$ cat config.mk
export PLATFORM = sky130hd
export DESIGN_NAME = uart_rx_sample_ctrl
export DESIGN_NICKNAME = d
export VERILOG_FILES = /design/src/rtl/uart_pkg.sv /design/src/rtl/uart_os_tick_gen.sv /design/src/rtl/uart_rx_sample_ctrl.sv
export SDC_FILE = /design/constraint.sdc
export NUM_CORES = 1
export LEC_CHECK = 0
export CAP_MARGIN = 20
export CORE_ASPECT_RATIO = 0.5
export CORE_MARGIN = 4
export CORE_UTILIZATION = 50
export CTS_CLUSTER_DIAMETER = 150
export DETAILED_ROUTE_END_ITERATION = 8
export HOLD_SLACK_MARGIN = 0.08
export PLACE_DENSITY = 0.75
export SYNTH_ARGS = -nofsm -noshare
export SYNTH_HDL_FRONTEND = slang
export SYNTH_SLANG_ARGS = --single-unit
$ cat constraint.sdc
create_clock -name clk -period 2.39 [get_ports clk]
set_input_delay 0.478 -clock clk [delete_from_list [all_inputs] [get_ports clk]]
set_output_delay 0.478 -clock clk [all_outputs]
set_load 0.02 [all_outputs]
$ cat src/rtl/uart_pkg.sv
// Shared types and constants for the UART receive sampling controller.
package uart_pkg;

   localparam int unsigned OS_CNT_W = 6;

   localparam logic [OS_CNT_W-1:0] OS_8  = 6'd8;
   localparam logic [OS_CNT_W-1:0] OS_16 = 6'd16;
   localparam logic [OS_CNT_W-1:0] OS_32 = 6'd32;

   typedef enum logic [2:0] {
      ST_IDLE   = 3'd0,
      ST_START  = 3'd1,
      ST_DATA   = 3'd2,
      ST_PARITY = 3'd3,
      ST_STOP   = 3'd4
   } uart_rx_state_t;

   // Unsupported oversampling ratios fall back to 16.
   function automatic logic [OS_CNT_W-1:0] prescale_legal(input logic [OS_CNT_W-1:0] p);
      case (p)
         OS_8, OS_16, OS_32: prescale_legal = p;
         default:            prescale_legal = OS_16;
      endcase
   endfunction

   function automatic logic maj3(input logic a, input logic b, input logic c);
      maj3 = (a & b) | (a & c) | (b & c);
   endfunction

endpackage

$ cat src/rtl/uart_os_tick_gen.sv
// Oversample tick divider: os_tick fires when the counter reaches div, then wraps.
module uart_os_tick_gen #(
   parameter int unsigned DIV_W = 16
) (
   input  logic             clk,
   input  logic             rst_n,
   input  logic             en,
   input  logic [DIV_W-1:0] div,
   output logic             os_tick
);

   logic [DIV_W-1:0] r_div_cnt;
   logic             w_wrap;

   // >= so a reduced divisor still produces a tick and a clean wrap.
   assign w_wrap  = (r_div_cnt >= div);
   assign os_tick = en & w_wrap;

   always_ff @(posedge clk or negedge rst_n) begin
      if (!rst_n) begin
         r_div_cnt <= '0;
      end else if (!en || w_wrap) begin
         r_div_cnt <= '0;
      end else begin
         r_div_cnt <= r_div_cnt + DIV_W'(1);
      end
   end

endmodule

$ cat src/rtl/uart_rx_sample_ctrl.sv
// UART receive sampling controller: synchroniser, bit-sampling FSM and word assembly.
// Optional build macro UART_RX_MAJORITY_EN selects 2-of-3 majority sampling.
module uart_rx_sample_ctrl
   import uart_pkg::*;
#(
   parameter int unsigned DATA_W = 8,
   parameter int unsigned DIV_W  = 16
) (
   input  logic              clk,
   input  logic              rst_n,
   input  logic              en,
   input  logic [DIV_W-1:0]  div,
   input  logic [5:0]        prescale,
   input  logic              par_en,
   input  logic              par_odd,
   input  logic              rx,
   output logic              os_tick,
   output logic              samp_stb,
   output logic [3:0]        bit_idx,
   output logic              busy,
   output logic [DATA_W-1:0] data_out,
   output logic              data_vld,
   output logic              par_err,
   output logic              stop_err
);

   logic r_sync1, r_sync2;
   logic w_rx_s, w_tick;

   uart_rx_state_t r_state, w_state_nxt;

   logic [OS_CNT_W-1:0] r_os_cnt, w_os_cnt_nxt;
   logic [3:0]          r_bit_cnt, w_bit_cnt_nxt;
   logic [DATA_W-1:0]   r_shift, w_shift_nxt;
   logic                r_par_bit, w_par_bit_nxt;
   logic [OS_CNT_W-1:0] r_p, w_p_nxt;
   logic                r_par_en, w_par_en_nxt;
   logic                r_par_odd, w_par_odd_nxt;

   logic                r_samp_stb, w_samp_stb_nxt;
   logic                r_data_vld, w_data_vld_nxt;
   logic                r_busy, w_busy_nxt;
   logic [DATA_W-1:0]   r_data_out, w_data_out_nxt;
   logic                r_par_err, w_par_err_nxt;
   logic                r_stop_err, w_stop_err_nxt;

   logic [OS_CNT_W-1:0] w_half, w_last;
   logic                w_dec, w_bit, w_bit_end;

   uart_os_tick_gen #(.DIV_W(DIV_W)) u_tick (
      .clk     (clk),
      .rst_n   (rst_n),
      .en      (en),
      .div     (div),
      .os_tick (w_tick)
   );

   // Two-flop synchroniser, idle-high reset so no false start out of reset.
   always_ff @(posedge clk or negedge rst_n) begin
      if (!rst_n) begin
         r_sync1 <= 1'b1;
         r_sync2 <= 1'b1;
      end else begin
         r_sync1 <= rx;
         r_sync2 <= r_sync1;
      end
   end

   assign w_rx_s    = r_sync2;
   assign w_half    = OS_CNT_W'(r_p >> 1);
   assign w_last    = r_p - OS_CNT_W'(1);
   assign w_bit_end = w_tick && (r_os_cnt == w_last);

`ifdef UART_RX_MAJORITY_EN
   logic [1:0] r_maj, w_maj_nxt;

   assign w_dec = w_tick && (r_os_cnt == w_half + OS_CNT_W'(1));
   assign w_bit = maj3(r_maj[0], r_maj[1], w_rx_s);

   always_comb begin
      w_maj_nxt = r_maj;
      if (w_tick && (r_os_cnt == w_half - OS_CNT_W'(1))) w_maj_nxt[0] = w_rx_s;
      if (w_tick && (r_os_cnt == w_half))                w_maj_nxt[1] = w_rx_s;
   end

   always_ff @(posedge clk or negedge rst_n) begin
      if (!rst_n) r_maj <= 2'b11;
      else        r_maj <= w_maj_nxt;
   end
`else
   assign w_dec = w_tick && (r_os_cnt == w_half);
   assign w_bit = w_rx_s;
`endif

   // Next-state and next-output logic.
   always_comb begin
      w_state_nxt    = r_state;
      w_os_cnt_nxt   = r_os_cnt;
      w_bit_cnt_nxt  = r_bit_cnt;
      w_shift_nxt    = r_shift;
      w_par_bit_nxt  = r_par_bit;
      w_p_nxt        = r_p;
      w_par_en_nxt   = r_par_en;
      w_par_odd_nxt  = r_par_odd;
      w_samp_stb_nxt = 1'b0;
      w_data_vld_nxt = 1'b0;
      w_data_out_nxt = r_data_out;
      w_par_err_nxt  = r_par_err;
      w_stop_err_nxt = r_stop_err;

      if (r_state != ST_IDLE && w_tick) begin
         w_os_cnt_nxt = w_bit_end ? '0 : r_os_cnt + OS_CNT_W'(1);
      end

      case (r_state)
         ST_IDLE: begin
            w_os_cnt_nxt = '0;
            if (w_tick && !w_rx_s) begin
               w_state_nxt   = ST_START;
               w_bit_cnt_nxt = '0;
               w_p_nxt       = prescale_legal(prescale);
               w_par_en_nxt  = par_en;
               w_par_odd_nxt = par_odd;
            end
         end
         ST_START: begin
            if (w_dec) begin
               w_samp_stb_nxt = 1'b1;
               if (w_bit) begin
                  w_state_nxt  = ST_IDLE;
                  w_os_cnt_nxt = '0;
               end
            end
            if (w_bit_end) w_state_nxt = ST_DATA;
         end
         ST_DATA: begin
            if (w_dec) begin
               w_samp_stb_nxt = 1'b1;
               w_shift_nxt    = {w_bit, r_shift[DATA_W-1:1]};
            end
            if (w_bit_end) begin
               if (r_bit_cnt == 4'(DATA_W - 1)) begin
                  w_state_nxt = r_par_en ? ST_PARITY : ST_STOP;
               end else begin
                  w_bit_cnt_nxt = r_bit_cnt + 4'd1;
               end
            end
         end
         ST_PARITY: begin
            if (w_dec) begin
               w_samp_stb_nxt = 1'b1;
               w_par_bit_nxt  = w_bit;
            end
            if (w_bit_end) w_state_nxt = ST_STOP;
         end
         ST_STOP: begin
            // Leave at mid stop bit so a back-to-back start edge is not missed.
            if (w_dec) begin
               w_samp_stb_nxt = 1'b1;
               w_data_vld_nxt = 1'b1;
               w_data_out_nxt = r_shift;
               w_stop_err_nxt = ~w_bit;
               w_par_err_nxt  = r_par_en & ((^r_shift) ^ r_par_bit ^ r_par_odd);
               w_state_nxt    = ST_IDLE;
               w_os_cnt_nxt   = '0;
            end
         end
         default: begin
            w_state_nxt  = ST_IDLE;
            w_os_cnt_nxt = '0;
         end
      endcase

      if (!en) begin
         w_state_nxt    = ST_IDLE;
         w_os_cnt_nxt   = '0;
         w_bit_cnt_nxt  = '0;
         w_samp_stb_nxt = 1'b0;
         w_data_vld_nxt = 1'b0;
         w_data_out_nxt = r_data_out;
         w_par_err_nxt  = r_par_err;
         w_stop_err_nxt = r_stop_err;
      end

      w_busy_nxt = (w_state_nxt != ST_IDLE);
   end

   always_ff @(posedge clk or negedge rst_n) begin
      if (!rst_n) begin
         r_state    <= ST_IDLE;
         r_os_cnt   <= '0;
         r_bit_cnt  <= '0;
         r_shift    <= '0;
         r_par_bit  <= 1'b0;
         r_p        <= OS_16;
         r_par_en   <= 1'b0;
         r_par_odd  <= 1'b0;
         r_samp_stb <= 1'b0;
         r_data_vld <= 1'b0;
         r_busy     <= 1'b0;
         r_data_out <= '0;
         r_par_err  <= 1'b0;
         r_stop_err <= 1'b0;
      end else begin
         r_state    <= w_state_nxt;
         r_os_cnt   <= w_os_cnt_nxt;
         r_bit_cnt  <= w_bit_cnt_nxt;
         r_shift    <= w_shift_nxt;
         r_par_bit  <= w_par_bit_nxt;
         r_p        <= w_p_nxt;
         r_par_en   <= w_par_en_nxt;
         r_par_odd  <= w_par_odd_nxt;
         r_samp_stb <= w_samp_stb_nxt;
         r_data_vld <= w_data_vld_nxt;
         r_busy     <= w_busy_nxt;
         r_data_out <= w_data_out_nxt;
         r_par_err  <= w_par_err_nxt;
         r_stop_err <= w_stop_err_nxt;
      end
   end

   assign os_tick  = w_tick;
   assign samp_stb = r_samp_stb;
   assign bit_idx  = r_bit_cnt;
   assign busy     = r_busy;
   assign data_out = r_data_out;
   assign data_vld = r_data_vld;
   assign par_err  = r_par_err;
   assign stop_err = r_stop_err;

endmodule

==> results.json <==
{
  "syn-num-nets": 385,
  "ys_async_sr_fraction_pct": 100,
  "p_int_w": 0.00211,
  "synth-seq-cells": 61,
  "postRouteWirelength_microns": 10400,
  "setup_slack_ns": -0.254,
  "worstSetupStartpoint": "u_tick.r_div_cnt[13]",
  "violations": "negative setup slack",
  "power.combinational.fraction_pct": 10.6,
  "grt_overflow": 0,
  "drv.max_cap_violation_count": 0,
  "fillers": 374,
  "drt_first_iter_violations": 154,
  "routedWlPerCell_microns": 19.2,
  "wire_length_of_the_first_global_routing_pass_microns": 15100,
  "core.rowCount": 21,
  "dpl.hpwl_microns": 5640,
  "synthDominantCellAreaShare_pct": 41.6,
  "gr-usage-all-layers_pct": 23.2,
  "dieHeight_microns": 67.0,
  "finalNetCount": 490,
  "critical_path_peak_fanout": 6,
  "finalClockSkew_ns": 0.00646,
  "switchingPower_w": 0.000672,
  "synthTopCellsByArea": "dfrtp_1 (42%), xnor2_1 (7.3%), ha_1 (7.2%)",
  "cp_slowest_stage_delay_ns": 0.54,
  "peakVddDrop_uv": 324,
  "tritoncts": "yes",
  "worst_setup_path_end_kind": "flop",
  "yosysWarningCount": 0,
  "postRouteAntennaNets": 0,
  "drtPass1Iterations": 4,
  "cp.required_ns": 2.65,
  "final-max-slew-violation-count": 0,
  "portion_of_the_clock_cycle_consumed_by_the_worst_path_in_the_final_layout_pct": 111,
  "postSynthCellCount": 337,
  "timing.rr.start": "u_tick.r_div_cnt[13]",
  "syn_area_per_cell_sq_um": 10.3,
  "rr_endpoint": "bit_idx[0]",
  "achievable-frequency_mhz": 378,
  "number_of_vias_per_cell_after_detailed_routing": 5.68,
  "setup.worst_path.start_class": "flop",
  "antenna_found_initial": 0,
  "instances_no_fill": 539,
  "critical_path.cell_chain": "ha_4 -> nand4_1 -> nor3_4 -> a22oi_2 -> buf_4 -> a31o_4 -> a21boi_4 -> or4_1 -> a21oi_1",
  "via_count": 3062,
  "cts_hold_repair_buffers": 0,
  "clk_path_buf_depth": 2,
  "number_of_clock_buffers_inserted_by_tritoncts": 9,
  "synth-main-ff-cell": "dfrtp_1",
  "gp_congestion": 0.861,
  "r2r_slack_ns": -0.25,
  "post-route-min-period_ns": 2.64,
  "clock_power_share_pct": 51.2,
  "power_switching_share_pct": 24.2,
  "drt_drc_violations_left": 0,
  "share_of_synthesized_area_occupied_by_flip_flops_and_latches_pct": 43.9,
  "p_per_area_mw_per_mm2": 516,
  "start_util_pct": 51.8,
  "area.growth.synth_to_final_pct": 54.6,
  "cts_max_level": 3,
  "grt_max_degree": 62,
  "worst_hold_path_type": "in -> async",
  "syn-cell-area_sq_mm": 0.00349,
  "num_antenna_cells": 0,
  "reg2reg_depth": 9,
  "clk_transition_reported_paths_ns": 0.06,
  "finalHoldWorstSlack_ns": 0.293,
  "worst-slew-pin-transition_ns": 0.764,
  "core_region_area_sq_mm": 0.00673,
  "timing_hold_violations_final": 0,
  "cts_sinks": 61,
  "grt_pass1_vias": 3146,
  "ios": 46,
  "share_of_layout_cells_above_drive_strength_1_pct": 39.6,
  "share_of_total_power_in_sequential_cells_pct": 38.2,
  "dieWidth_microns": 126,
  "crit_path_end": "bit_idx[0]",
  "worst-endpoint-arrival_ns": 2.91,
  "unrepaired_setup_endpoints_after_global_routing": "true",
  "max_slew_margin_pct": 49.0,
  "result_of_the_run": "complete, but fails checks",
  "placed_cells_incl_taps": 505,
  "synth_enable_flop_cells": 0,
  "die_area_sq_mm": 0.00845,
  "placed_cell_area_sq_mm": 0.00444,
  "clock_tree.root_cell": "clkbuf_16",
  "preCtsSetupSlack_ns": -0.777,
  "netlist.top_cell.by_area": "dfrtp_1",
  "worst_skew_pair.late_latency_ns": 0.34,
  "finalSetupViolCount": 37,
  "buffer_ports.inserted": 45,
  "synth.distinct_cells": 48,
  "fin_area_sq_mm": 0.00539,
  "critical_path.slowest_cell": "or4_1",
  "timing.setup.critical_path_class": "reg -> reg",
  "leakagePower_nw": 2.44
}
state kept, by name (all words and copies together), names as in the netlist:
register          flops
r_sync2               1
data_out              8
r_p                   6
r_par_odd             1
stop_err              1
r_shift               8
par_err               1
busy                  1
r_sync1               1
data_vld              1
r_par_en              1
bit_idx               4
u_tick.r_div_cnt     16
samp_stb              1
r_state               3
r_par_bit             1
r_os_cnt              6
worst min path at each step:
stage | end | slack [ns]
after detailed placement | r_sync2 | 0.36
final | data_vld | 0.29
after floorplan | bit_idx[0] | 0.18
after global routing | data_vld | 0.37
after CTS | data_vld | 0.33
after global placement | r_sync2 | 0.35
Yosys cell counts, drive strengths merged, types with 4 or more instances:
cell    count
nand2      19
inv        27
mux2       19
and3        8
a21boi      4
dfrtp      58
a21oi      14
o21ai       8
nand4       8
nor3        7
xnor2      29
nand3      18
nor2       24
nand2b      5
xor2       14
buf         6
and2        7
ha         20
or4         4
what timing repair did:
action	CTS	global route
buffers inserted	10	8
cloned	1	0
resized for setup	95	46
setup endpoints to repair	54	57
pin swaps	28	26
per-layer routing:
layer,vias up,routed length (microns),track usage [%]
met2,103,5200,42.8
met4,0,429,10.7
met5,-,0,0
li1,1402,-,-
met3,42,508,5.60
met1,1515,4210,25.7
final cells by class:
cell class	count	area, sq um	share of cell area [%]
timing repair buffer	103	966	17.9
sequential	61	1530	28.4
clock buffer	9	225	4.18
multi-input combinational	240	2330	43.3
tap	92	115	2.14
inverter	27	121	2.25
clock inverter	7	98.8	1.83
power groups by stage:
stage | logic [W] | clock network [W] | registers (W)
3_5_place_dp | 0.000217 | 0 | 0.00108
2_1_floorplan | 0.0000955 | 0 | 0.00108
5_1_grt | 0.000318 | 0.00148 | 0.00106
3_3_place_gp | 0.000209 | 0 | 0.00108
6_report | 0.000295 | 0.00142 | 0.00106
4_1_cts | 0.000253 | 0.00141 | 0.00106
stage by stage:
step / TNS (ns) / power [W] / util [%]
final: -3.40 / 0.00278 / 80.1
after global routing: -6.29 / 0.00286 / 80.1
after CTS: -4.36 / 0.00273 / 76.4
after detailed placement: -30.30 / 0.00129 / 66.1
after global placement: -27.38 / 0.00129 / 66.1
after floorplan: -0.0599 / 0.00117 / -
cell families (layout without fill, tap and decap cells):
| family | count (synthesis) | count (layout) | share of synthesized area [%] |
|---|---|---|---|
| multiplexers | 19 | 19 | 6.14 |
| buffers and inverters | 36 | 146 | 4.70 |
| flip-flops | 61 | 61 | 43.9 |
| XOR/XNOR | 43 | 43 | 10.8 |
| AO/OA/AOI/OAI | 49 | 49 | 10.3 |
| AND/OR/NAND/NOR | 109 | 109 | 16.9 |
| adder cells (fa/ha/maj) | 20 | 20 | 7.18 |
layout by cell type (no fill, tap or decap), types with 3 or more instances in the layout:
| master | instances |
|---|---|
| dfrtp_1 | 58 |
| buf_4 | 42 |
| xnor2_1 | 29 |
| clkdlybuf4s50_1 | 27 |
| nand2_1 | 16 |
| nand3_1 | 15 |
| mux2_4 | 15 |
| xor2_1 | 14 |
| ha_4 | 14 |
| buf_6 | 13 |
| inv_2 | 12 |
| dlygate4sd2_1 | 12 |
| inv_1 | 11 |
| nor2_4 | 10 |
| a21oi_1 | 9 |
| clkbuf_16 | 9 |
| nand4_1 | 8 |
| nor2_1 | 8 |
| and2_1 | 7 |
| and3_1 | 6 |
| ha_1 | 6 |
| nor2_2 | 5 |
| o21ai_1 | 4 |
| nand2b_1 | 4 |
| a21oi_2 | 4 |
| nor3_1 | 4 |
| nor3_4 | 3 |
| nand3_4 | 3 |
| and4_1 | 3 |
| or4_1 | 3 |
| dfstp_2 | 3 |
worst max-delay path: cells and delay by family, from the launching register on:
kind,cells,cell delay (ns)
compound gates,4,0.69
fa+ha+maj,1,0.29
buf+inv,1,0.18
flops,1,0.43
simple gates,3,0.98
(Power assumes the default switching activity.)
